--- src/rtl/ldm_port_arbiter.sv ---
// Round-robin arbiter that shares one LDM port among NREQ requesters, with optional
// locked bursts. Read data comes back one cycle after the grant, tagged to the winner.
module ldm_port_arbiter #(
  parameter int NREQ      = 4,
  parameter int AWIDTH    = 10,
  parameter int DWIDTH    = 32,
  parameter int MAX_BURST = 8
) (
  input  logic                     clk,
  input  logic                     rst_n,
  input  logic [NREQ-1:0]          req_valid,
  input  logic [NREQ-1:0]          req_we,
  input  logic [NREQ-1:0]          req_lock,
  input  logic [NREQ*AWIDTH-1:0]   req_addr,
  input  logic [NREQ*DWIDTH-1:0]   req_wdata,
  output logic [NREQ-1:0]          req_ready,
  output logic [NREQ-1:0]          rsp_valid,
  output logic [DWIDTH-1:0]        rsp_rdata,
  output logic                     ldm_en,
  output logic                     ldm_we,
  output logic [AWIDTH-1:0]        ldm_addr,
  output logic [DWIDTH-1:0]        ldm_din,
  input  logic [DWIDTH-1:0]        ldm_dout
);

  localparam int IW = (NREQ > 1) ? $clog2(NREQ) : 1;

  typedef enum logic {IDLE = 1'b0, OWNED = 1'b1} state_t;

  state_t            state;
  logic [IW-1:0]     rr_ptr;
  logic [IW-1:0]     owner;
  logic [7:0]        burst_cnt;
  logic              pend_rd;
  logic [IW-1:0]     pend_id;
  logic [DWIDTH-1:0] rdata_hold;

  logic              gnt_found;
  logic [IW-1:0]     gnt_idx;
  logic              accept;
  logic              gnt_we;
  logic              gnt_lock;

  function automatic logic [IW-1:0] wrap_idx(input int v);
    return IW'(v % NREQ);
  endfunction

  // Scan from the far end back toward rr_ptr so the closest valid requester wins.
  always_comb begin
    gnt_found = 1'b0;
    gnt_idx   = '0;
    if (state == OWNED) begin
      gnt_found = req_valid[owner];
      gnt_idx   = owner;
    end else begin
      for (int k = NREQ - 1; k >= 0; k--) begin
        if (req_valid[wrap_idx(int'(rr_ptr) + k)]) begin
          gnt_found = 1'b1;
          gnt_idx   = wrap_idx(int'(rr_ptr) + k);
        end
      end
    end
  end

  assign accept   = rst_n && gnt_found;
  assign gnt_we   = req_we[gnt_idx];
  assign gnt_lock = req_lock[gnt_idx];

  assign req_ready = accept ? (NREQ'(1) << gnt_idx) : '0;
  assign ldm_en    = accept;
  assign ldm_we    = accept && gnt_we;
  assign ldm_addr  = accept ? req_addr[gnt_idx*AWIDTH +: AWIDTH] : '0;
  assign ldm_din   = accept ? req_wdata[gnt_idx*DWIDTH +: DWIDTH] : '0;

  // The LDM output register already provides the cycle of latency, so data passes straight through.
  assign rsp_valid = pend_rd ? (NREQ'(1) << pend_id) : '0;
  assign rsp_rdata = pend_rd ? ldm_dout : rdata_hold;

  always_ff @(posedge clk or negedge rst_n) begin
    if (!rst_n) begin
      state      <= IDLE;
      rr_ptr     <= '0;
      owner      <= '0;
      burst_cnt  <= '0;
      pend_rd    <= 1'b0;
      pend_id    <= '0;
      rdata_hold <= '0;
    end else begin
      pend_rd <= accept && !gnt_we;
      if (accept) begin
        pend_id <= gnt_idx;
      end
      if (pend_rd) begin
        rdata_hold <= ldm_dout;
      end
      case (state)
        IDLE: begin
          if (accept) begin
            if (gnt_lock && (MAX_BURST > 1)) begin
              state     <= OWNED;
              owner     <= gnt_idx;
              burst_cnt <= 8'd1;
            end else begin
              rr_ptr <= wrap_idx(int'(gnt_idx) + 1);
            end
          end
        end
        OWNED: begin
          if (accept) begin
            if (gnt_lock && (int'(burst_cnt) + 1 < MAX_BURST)) begin
              burst_cnt <= burst_cnt + 8'd1;
            end else begin
              state     <= IDLE;
              burst_cnt <= '0;
              rr_ptr    <= wrap_idx(int'(owner) + 1);
            end
          end
        end
        default: state <= IDLE;
      endcase
    end
  end

endmodule
--- config.mk ---
export PLATFORM = sky130hd
export DESIGN_NAME = ldm_port_arbiter
export DESIGN_NICKNAME = d
export VERILOG_FILES = /design/src/rtl/ldm_port_arbiter.sv
export SDC_FILE = /design/constraint.sdc
export NUM_CORES = 1
export LEC_CHECK = 0
export ABC_AREA = 1
export BUFFER_PORTS_ARGS = -buffer_cell sky130_fd_sc_hd__buf_2
export CORE_AREA = 2 2 115 117
export DETAILED_ROUTE_END_ITERATION = 10
export DIE_AREA = 0 0 117 119
export GPL_ROUTABILITY_DRIVEN = 0
export PLACE_DENSITY_LB_ADDON = 0.05
export SETUP_SLACK_MARGIN = 0.5
export SYNTH_ARGS = -nofsm -noshare
export SYNTH_HDL_FRONTEND = slang
export SYNTH_SLANG_ARGS = --single-unit
--- constraint.sdc ---
create_clock -name clk -period 4 [get_ports clk]
set_input_delay 0.2 -clock clk [delete_from_list [all_inputs] [get_ports clk]]
set_output_delay 0.2 -clock clk [all_outputs]
set_load 0.02 [all_outputs]
==> results of run 1 <==
critical path: stages, from the launching register on:
cell and delay [ns]:
dfrtp_1 0.55, inv_1 0.13, nand2_1 0.10, nand2_1 0.08
o21ai_1 0.16, inv_2 0.06, nand3_1 0.09, nand3_2 0.14
nand2_4 0.12, buf_6 0.48, o21ai_0 0.13, o21bai_2 0.22
a21oi_1 0.17, buf_2 0.20
layout by cell type, fill, tap and decap left out, types with 2 or more instances in the layout:
cell type,instances
a21oi_1,45
buf_2,297
buf_4,5
clkbuf_16,5
clkinvlp_4,2
dfrtp_1,48
diode_2,2
ha_1,5
inv_1,29
inv_2,2
nand2_1,143
nand3_1,19
nand3_2,4
nand4_1,2
nor2_1,185
nor3_1,5
o211ai_1,2
o21ai_0,52
o21ai_1,43
xor2_1,3
routing by layer:
metal	global-route usage [%]	vias to the layer above	routed length, microns
met3	4.631	27	970
met2	37.36	198	7552
met4	6.103	4	342
li1	-	2592	-
met5	0	-	31
met1	23.65	2266	5973
flip-flops by register name, summed over array words and instances (netlist names):
register    count
pend_id         2
burst_cnt       8
rdata_hold     32
state           1
rr_ptr          2
pend_rd         1
owner           2
per-stage QoR:
stage | setup WS (ns) | hold WS (ns) | cells
2_1_floorplan | 1.769 | -0.09559 | 641
3_3_place_gp | 1.069 | 0.3856 | 1077
3_5_place_dp | 0.9214 | 0.3802 | 1077
4_1_cts | 0.6017 | 0.07158 | 1085
5_1_grt | 0.4979 | 0.1024 | 1087
6_report | 0.8104 | 0.03689 | 1087
layout make-up:
cell class | instances | share of cell area, %
multi-input combinational | 517 | 41.44
timing repair buffer | 303 | 27.71
sequential | 48 | 21.68
tap | 176 | 3.975
clock buffer | 6 | 2.507
inverter | 33 | 2.326
clock inverter | 2 | 0.2710
antenna | 2 | 0.09033
how the worst max path moves through the flow:
stage | start | endpoint | slack (ns) | cells past startpoint
after floorplan | rr_ptr[0] | req_ready[0] | 1.77 | 10
after global placement | rr_ptr[0] | ldm_we | 1.07 | 13
after detailed placement | rr_ptr[0] | ldm_we | 0.92 | 13
after CTS | rr_ptr[0] | ldm_we | 0.60 | 13
after global routing | rr_ptr[0] | ldm_we | 0.50 | 13
final | rr_ptr[0] | ldm_we | 0.81 | 13
power by group:
part	switching, W	internal, W
Combinational	0.00300	0.00133
Sequential	0.000106	0.000692
Clock	0.000177	0.000249
Total	0.00329	0.00227
cell families after synthesis:
kind of cell	synth area share, %
adders and majority gates	1.624
DFF	31.18
AOI/OAI and AO/OA	19.32
buffers and inverters	9.548
and+or+nand+nor	37.12
xor gates and xnor gates	0.9096
muxes	0.2923
==> out/results.txt, run 1 <==
Area growth syn-to-layout = 43.81%
die area = 13920 sq um
minimum clock period = 3.190 ns
first-pass GRT wire length = 23000 microns
share of synthesized registers carrying an async set or reset = 100.0%
Critical Path Start Type = flip-flop
Post-synth top cells = 185 x nor2_1, 143 x nand2_1, 52 x o21ai_0
Routed WL = 14870 microns
Critical Path End Type = output port
actual slew at the worst max-slew pin = 0.9743 ns
CP required = 3.80 ns
register area share after synthesis = 31.18%
GRT Total Usage = 20.56%
CP Class = flip-flop to output port
Synthesis Warnings = 0
Die X = 117 microns
routed vias = 5087
Syn Area/Cell = 6.010 sq um
ys flop type = dfrtp_1
final instance area = 5540 sq um
count leader, synth = nor2_1
DR iter-0 viols = 202
Final nets = 1127
# DRC = 0
CTS H-tree lvls = 2
synthesized cell area = 3852 sq um
final setup violation count = 0
syn_nets = 860
max_cap viols = 0
Initial DRT Pass Iterations = 4
Final Core Density = 43.03%
Starting Density = 29.92%
outcome = complete, no violations
PortBufs = 297
#FFs+latches synth = 48
I/O pin count = 298
Final Cycle Share = 79.74%
relative slew slack = 34.64%
FF-to-FF End = burst_cnt[7]
initial antenna violation count = 5
multi-input logic area = 2296 sq um
Post-DP Area = 5375 sq um
area leader, netlist = dfrtp_1
later-pin clock latency in the skew report = 0.28 ns
cells after synthesis = 641
Critical R2R Launch = rr_ptr[0]
largest net degree at the start of global routing = 97
largest cells by area after synthesis = dfrtp_1 31%, nor2_1 18%, nand2_1 14%
LEAKAGE = 3.133 nW
CTS Hold Buffers Added = 0
VDD IR max = 528.6 uV
Placeable Area = 12870 sq um
Layout fillers = 1412
Hold Crit Class = primary input to async pin
CTS Buf Count = 5
FF-to-FF setup slack = 1.26 ns
CTS tree = yes
HPWL Detailed = 11230 microns
DIE HEIGHT = 119 microns
clock tree buffer depth = 2
wire per inst = 13.68 microns
fin. max-slew vios = 0
crit-path max FO = 96
post-cts gate resize count = 0
data arrival time of the critical path = 2.99 ns
share of cells above drive strength 1 = 35.53%
post-synthesis cell type count = 32
Final TNS setup = 0 ns
vias in the first global route = 4767
Yosys top cell area share = 31.18%
setup bufs post-CTS = 0
RSZ-0062 raised after global routing = true
r2r worst-path depth = 16
# rows = 42
Power Total = 0.005557 W
Root Driver = clkbuf_16
Final Hold Vio Count = 0
Reg area = 1201 sq um
total grt overflow = 0
power per cell area = 1003 nW/um^2
skew final = 0.003997 ns
Reg clk slew, reported paths = 0.07 ns
Fmax = 313.5 MHz
Via density = 4.680
Detail Route Antenna Nets = 0
TritonCTS sink count = 48
number of synthesized flops with an enable pin = 0
No activity file was read; power rests on OpenSTA's default activity.
==> run 2: changes to the inputs <==
--- a/config.mk
+++ b/config.mk
@@ -5,11 +5,11 @@
 export SDC_FILE = /design/constraint.sdc
 export NUM_CORES = 1
 export LEC_CHECK = 0
-export ABC_AREA = 1
+export ABC_AREA = 0
 export BUFFER_PORTS_ARGS = -buffer_cell sky130_fd_sc_hd__buf_2
-export CORE_AREA = 2 2 115 117
+export CORE_AREA = 2 2 117 119
 export DETAILED_ROUTE_END_ITERATION = 10
-export DIE_AREA = 0 0 117 119
+export DIE_AREA = 0 0 119 121
 export GPL_ROUTABILITY_DRIVEN = 0
 export PLACE_DENSITY_LB_ADDON = 0.05
 export SETUP_SLACK_MARGIN = 0.5
==> constraint.sdc (replaced) <==
create_clock -name clk -period 2.6 [get_ports clk]
set_input_delay 0.13 -clock clk [delete_from_list [all_inputs] [get_ports clk]]
set_output_delay 0.13 -clock clk [all_outputs]
set_load 0.02 [all_outputs]
==> run 2 against run 1 <==
Effect of this change:
- combinational power increased by 91%
- sequential share of layout area shrank 4.9 points
- flip-flop and latch count stayed put
- largest power group unchanged
- critical endpoint is now ldm_addr[5]
==> out/results.txt, run 2 <==
Root Driver = clkbuf_16
LEAKAGE = 3.469 nW (+11%)
outcome = complete, no violations
Yosys top cell area share = 32.71% (+1.5 points)
PortBufs = 297 (unchanged)
DR iter-0 viols = 279 (+38%)
Via density = 5.176 (+11%)
Post-synth top cells = 178 x nand2_1, 48 x dfrtp_1, 43 x and3_1
post-synthesis cell type count = 42 (+31%)
Synthesis Warnings = 0 (unchanged)
# rows = 42 (unchanged)
#FFs+latches synth = 48 (unchanged)
later-pin clock latency in the skew report = 0.29 ns (about the same)
Area growth syn-to-layout = 95.54%
largest cells by area after synthesis = dfrtp_1 33%, nand2_1 18%, mux2_2 10%
number of synthesized flops with an enable pin = 0 (unchanged)
count leader, synth = nand2_1
Post-DP Area = 6037 sq um (+12%)
total grt overflow = 0 (unchanged)
# DRC = 0 (unchanged)
HPWL Detailed = 12190 microns (+8.5%)
Critical Path End Type = output port
commonest non-fill, non-tap cells in the layout = 253 x buf_2, 177 x nand2_1, 46 x dfrtp_1
actual slew at the worst max-slew pin = 0.5384 ns (-0.4360 ns)
relative slew slack = 64.11% (+29 points)
Syn Area/Cell = 7.764 sq um (+29%)
power per cell area = 1428 nW/um^2 (+42%)
max reg flops = 32 (unchanged)
share of synthesized registers carrying an async set or reset = 100.0% (unchanged)
wire per inst = 19.17 microns (+40%)
initial antenna violation count = 1 (-4)
DIE HEIGHT = 121 microns (+1.7%)
Routed WL = 18440 microns (+24%)
skew final = 0.007293 ns (+0.003296 ns)
Reg with most FFs = rdata_hold
Final Core Density = 54.88% (+12 points)
crit-path max FO = 11 (-89%)
cells after synthesis = 473 (-26%)
max_cap viols = 0 (unchanged)
fin. max-slew vios = 0 (unchanged)
RSZ-0062 raised after global routing = true
Reg area = 1204 sq um (+0.21%)
data arrival time of the critical path = 2.39 ns (-0.60 ns)
Final Hold Vio Count = 0 (unchanged)
Final Cycle Share = 97.02%
Fmax = 396.4 MHz
Largest regs = rdata_hold (32), burst_cnt (8)
final setup violation count = 0 (unchanged)
multi-input logic area = 3029 sq um (+32%)
CP Class = flip-flop to output port
Detail Route Antenna Nets = 0 (unchanged)
most common cell after layout, fill and taps aside = buf_2
clock tree buffer depth = 2 (unchanged)
routed vias = 4979 (-2.1%)
syn_nets = 692 (-20%)
ys flop type = dfrtp_1
CP required = 2.47 ns (-1.33 ns)
vias in the first global route = 4786 (+0.40%)
Final nets = 1003 (-11%)
Critical Path Start Type = flip-flop
first-pass GRT wire length = 26320 microns (+14%)
largest net degree at the start of global routing = 44 (-55%)
synthesized cell area = 3672 sq um (-4.7%)
Initial DRT Pass Iterations = 4 (unchanged)
Starting Density = 28.06% (-1.9 points)
CTS Buf Count = 5 (unchanged)
Hold Crit Class = primary input to async pin
I/O pin count = 298 (unchanged)
Die X = 119 microns (+1.7%)
register area share after synthesis = 32.71% (+1.5 points)
final instance area = 7181 sq um (+30%)
CTS H-tree lvls = 2 (unchanged)
share of cells above drive strength 1 = 57.83% (+22 points)
CTS tree = yes
VDD IR max = 473.1 uV (-11%)
TritonCTS sink count = 48 (unchanged)
die area = 14400 sq um (+3.4%)
Placeable Area = 13090 sq um (+1.6%)
Reg clk slew, reported paths = 0.07 ns (about the same)
GRT Total Usage = 23.40% (+2.8 points)
Layout fillers = 1216 (-14%)
area leader, netlist = dfrtp_1
minimum clock period = 2.523 ns
-- run 2: cell types whose count changed in the layout (fill, tap and decap cells not counted), moves of 17 or more --
cell,delta
nor2_1,-174
o21ai_0,-46
buf_2,-44
o21ai_1,-42
and3_1,+40
a21oi_1,-39
nand2_1,+34
a311oi_4,+32
buf_6,+32
mux2_2,+32
buf_4,+27
inv_1,-27
nand3_1,-17
-- run 2: layout make-up --
class | count | area share, %
Antenna cell | 1 | 0.03485
Multi-Input combinational cell | 381 | 42.19
Timing Repair Buffer | 343 | 34.62
Clock inverter | 2 | 0.5402
Clock buffer | 6 | 1.934
Tap cell | 176 | 3.067
Sequential cell | 48 | 16.76
Inverter | 5 | 0.8538
-- run 2: final timing paths --
| path | start | end | slack, ns | depth (start not counted) |
|---|---|---|---|---|
| max in group asynchronous | rst_n | rr_ptr[1] | 1.97 | 2 |
| setup reg to reg | rr_ptr[0] | rr_ptr[1] | 0.13 | 10 |
| hold / removal | rst_n | burst_cnt[0] | 0.03 | 2 |
| hold reg to reg | rdata_hold[14] | rdata_hold[14] | 0.49 | 1 |
| min in group clk | ldm_dout[29] | rdata_hold[29] | 0.09 | 2 |
| setup / recovery | rr_ptr[0] | ldm_addr[5] | 0.08 | 10 |
-- run 2: worst max-delay path: stages, from the launching register on --
cell and delay [ns]:
dfrtp_2 0.44, nor3b_2 0.17, a211oi_2 0.32, o31ai_4 0.10, buf_12 0.18, clkinv_16 0.09, buf_12 0.13, nand2_1 0.05
and3_1 0.18, a311oi_4 0.27, buf_6 0.16
-- run 2: where the power goes --
part | total, W | internal, W | switching, W | leakage (nW)
Clock | 0.000757 | 0.000481 | 0.000276 | 0.0871
Sequential | 0.00124 | 0.00108 | 0.000156 | 0.579
Combinational | 0.00826 | 0.00376 | 0.00450 | 2.80
-- run 2: repair_timing --
action / 4_1_cts / 5_1_grt
hold buffers: 1 / 0
buffers inserted: 13 / 7
cloned: 8 / 5
resized for setup: 109 / 15
pin swaps: 10 / 36
endpoints found under the setup margin: 62 / 61
endpoints found under the hold margin: 5 / 0
-- run 2: cell families (layout without fill, tap and decap cells) --
logic type,Yosys count,count (layout),synth area share [%]
other,0,1,0
AO/OA/AOI/OAI,73,73,16.01
adder cells (fa/ha/maj),5,5,1.704
buffers and inverters,44,356,4.838
multiplexers,39,39,12.27
AND/OR/NAND/NOR,264,264,32.47
flip-flops,48,48,32.71
-- run 2: metal layers --
| metal | part of all wire [%] | track usage [%] | wire (microns) |
|---|---|---|---|
| met4 | 1.7 | 4.762 | 315 |
| met2 | 51 | 42.74 | 9445 |
| met5 | 0 | 0 | 0 |
| met3 | 8.2 | 5.639 | 1517 |
| met1 | 39 | 27.90 | 7161 |
-- run 2: metrics by stage --
stage          cells  TNS (ns)  total power [W]  hold slack [ns]  setup WS, ns
2_1_floorplan    473         0         0.005649          -0.1656        0.3985
3_3_place_gp     919         0         0.007343         0.004922        0.1791
3_5_place_dp     919         0         0.007432         0.005253        0.1165
4_1_cts          949         0         0.009831          0.04581       0.07121
5_1_grt          961  -0.03819          0.01083          0.08688      -0.01011
6_report         962         0          0.01025          0.03021       0.07742
==> run 3: changes to the inputs <==
--- a/config.mk
+++ b/config.mk
@@ -6,10 +6,10 @@
 export NUM_CORES = 1
 export LEC_CHECK = 0
 export ABC_AREA = 0
-export BUFFER_PORTS_ARGS = -buffer_cell sky130_fd_sc_hd__buf_2
 export CORE_AREA = 2 2 117 119
 export DETAILED_ROUTE_END_ITERATION = 10
 export DIE_AREA = 0 0 119 121
+export DONT_BUFFER_PORTS = 1
 export GPL_ROUTABILITY_DRIVEN = 0
 export PLACE_DENSITY_LB_ADDON = 0.05
 export SETUP_SLACK_MARGIN = 0.5
==> run 3 against run 2 <==
Effect of this change:
- global-route usage down 1.7 points
- clock power shrank 2%
- non-clock buffer count shrank 276
- critical path depth down 1
- first-iteration DRC count is 42% lower
- via count is 21% lower
- worst setup slack improved by 0.0064 ns
- core utilization shrank 9.2 points
- critical endpoint is now ldm_din[12]
- largest power group unchanged
==> out/results.txt, run 3 (synthesized netlist as in run 2, its figures left out) <==
internal power = 0.005016 W (-5.7%)
worst setup margin = 0.08378 ns (+0.006363 ns)
Crit-path slowest cell = dfrtp_2
DIE HEIGHT = 121 microns (unchanged)
CP Class = flip-flop to output port
Reg clk slew, reported paths = 0.07 ns (about the same)
Routed WL = 17350 microns (-5.9%)
crit-path max cell delay = 0.44 ns (about the same)
FF-to-FF setup slack = 0.17 ns (+0.04 ns)
fin. max-slew vios = 0 (unchanged)
initial antenna violation count = 0 (-1)
Critical R2R Launch = rr_ptr[1]
skew final = 0.007397 ns (+0.0001044 ns)
hold depth = 2
clock tree buffer depth = 2 (unchanged)
Initial DRT Pass Iterations = 4 (unchanged)
power per cell area = 1663 nW/um^2 (+16%)
pre-CTS setup slack = 0.2509 ns (+0.1345 ns)
Reg with most FFs = rdata_hold
LEAKAGE = 2.408 nW (-31%)
Hold Path End = state
GRT Total Usage = 21.67% (-1.7 points)
HPWL Detailed = 11300 microns (-7.3%)
r2r worst-path depth = 10 (unchanged)
CP Buf/Inv Count = 3 (-1)
Starting Density = 28.06% (unchanged)
VDD IR max = 753.9 uV (+59%)
CTS tree = yes
Final Cycle Share = 96.78% (-0.24 points)
Post-DP Area = 4673 sq um (-23%)
Placeable Area = 13090 sq um (unchanged)
# DRC = 0 (unchanged)
Reg power frac = 12.4% (+0.3 points)
total grt overflow = 0 (unchanged)
CP required = 2.47 ns (about the same)
Clk pwr share = 7.5% (about the same)
data arrival time of the critical path = 2.39 ns (about the same)
Root Driver = clkbuf_16
first-pass GRT wire length = 23920 microns (-9.1%)
final setup violation count = 0 (unchanged)
commonest non-fill, non-tap cells in the layout = 141 x nand2_1, 47 x dfrtp_1, 33 x mux2_2
RSZ-0062 raised after global routing = true
Final nets = 728 (-27%)
crit-path max FO = 8 (-3)
relative slew slack = 69.51% (+5.4 points)
Detail Route Antenna Nets = 0 (unchanged)
Layout fillers = 1264 (+3.9%)
Critical Path Start Type = flip-flop
max reg flops = 32 (unchanged)
routed vias = 3910 (-21%)
Gate power share = 80.1% (-0.5 points)
PortBufs = 0 (-100%)
vias in the first global route = 3959 (-17%)
Largest delay share family, worst path = compound AO/OA/AOI/OAI gates
Hold Crit Class = primary input to flip-flop
max_cap viols = 0 (unchanged)
die area = 14400 sq um (unchanged)
NetSw = 0.004934 W (about the same)
sw frac = 49.58% (+1.5 points)
wire per inst = 25.30 microns (+32%)
later-pin clock latency in the skew report = 0.29 ns (about the same)
CTS Buf Count = 5 (unchanged)
actual slew at the worst max-slew pin = 0.4556 ns (-0.08274 ns)
CTS H-tree lvls = 2 (unchanged)
DR iter-0 viols = 161 (-42%)
outcome = complete, no violations
I/O pin count = 298 (unchanged)
Fmax = 397.4 MHz (+0.25%)
Area growth syn-to-layout = 62.90%
Via density = 5.700 (+10%)
Largest regs = rdata_hold (32), burst_cnt (8)
ant diodes = 0 (-1)
most common cell after layout, fill and taps aside = nand2_1
FF-to-FF End = rr_ptr[1]
Die X = 119 microns (unchanged)
Critical Path End Type = output port
# rows = 42 (unchanged)
TritonCTS sink count = 48 (unchanged)
critical hold path startpoint = rst_n
Power Total = 0.009950 W (-3.0%)
minimum clock period = 2.516 ns (-0.006363 ns)
final instance area = 5982 sq um (-17%)
share of cells above drive strength 1 = 47.06% (-11 points)
critical-path cell list = nor3b_4 > a211oi_4 > o31ai_4 > buf_6 > buf_12 > clkbuf_16 > nand2_2 > and3_4 > a311oi_4
Final TNS setup = 0 ns (unchanged)
Final Hold Vio Count = 0 (unchanged)
largest net degree at the start of global routing = 49 (+11%)
## run 3: final cells by class
type                       count  area, sq um  area share (%)
clock inverter                 3        46.29          0.7739
inverter                       5        42.54          0.7111
timing repair buffer          67         1023           17.11
clock buffer                   5        125.1           2.092
sequential                    48         1202           20.10
tap                          176        220.2           3.681
timing repair inverter         1        5.005         0.08366
multi-input combinational    381         3317           55.45
## run 3: metrics by stage
step,util [%],std cells,hold slack (ns)
global route,45.72,686,0.08096
floorplan,-,473,-0.1656
finish,45.72,686,0.06792
detailed placement,35.71,640,-0.1642
CTS,41.92,674,0.06357
global placement,35.71,640,-0.1644
## run 3: per-layer routing
metal / share of wire, % / vias up / GRT usage, % / routed length (microns)
li1: - / 1743 / - / -
met1: 37 / 1941 / 23.72 / 6476
met2: 54 / 211 / 41.52 / 9363
met3: 7.3 / 15 / 6.015 / 1274
met4: 1.4 / 0 / 4.539 / 238
met5: 0 / - / 0 / 0
## run 3: how the worst max path moves through the flow
stage               from           end  slack (ns)  cells after the start
5_1_grt        rr_ptr[1]   ldm_din[24]        0.02                      9
3_3_place_gp   rr_ptr[1]   ldm_din[15]        0.28                      7
6_report       rr_ptr[1]   ldm_din[12]        0.08                      9
2_1_floorplan  rr_ptr[1]  req_ready[0]        0.40                      8
4_1_cts        rr_ptr[1]   ldm_din[15]        0.03                      8
3_5_place_dp   rr_ptr[1]   ldm_din[24]        0.25                      9
## run 3: timing repair
item,CTS,global route
gates cloned,10,8
hold buffers,2,0
hold endpoints to repair,48,0
resized for setup,71,67
pin swaps,35,57
endpoints found under the setup margin,57,61
buffers inserted,14,4
## run 3: power groups by stage
| stage | Sequential [W] | Combinational [W] | Clock, W |
|---|---|---|---|
| after floorplan | 0.00119 | 0.00446 | 0 |
| after global placement | 0.00124 | 0.00560 | 0 |
| after detailed placement | 0.00126 | 0.00563 | 0 |
| after CTS | 0.00124 | 0.00702 | 0.000768 |
| after global routing | 0.00128 | 0.00841 | 0.000797 |
| final | 0.00124 | 0.00797 | 0.000745 |
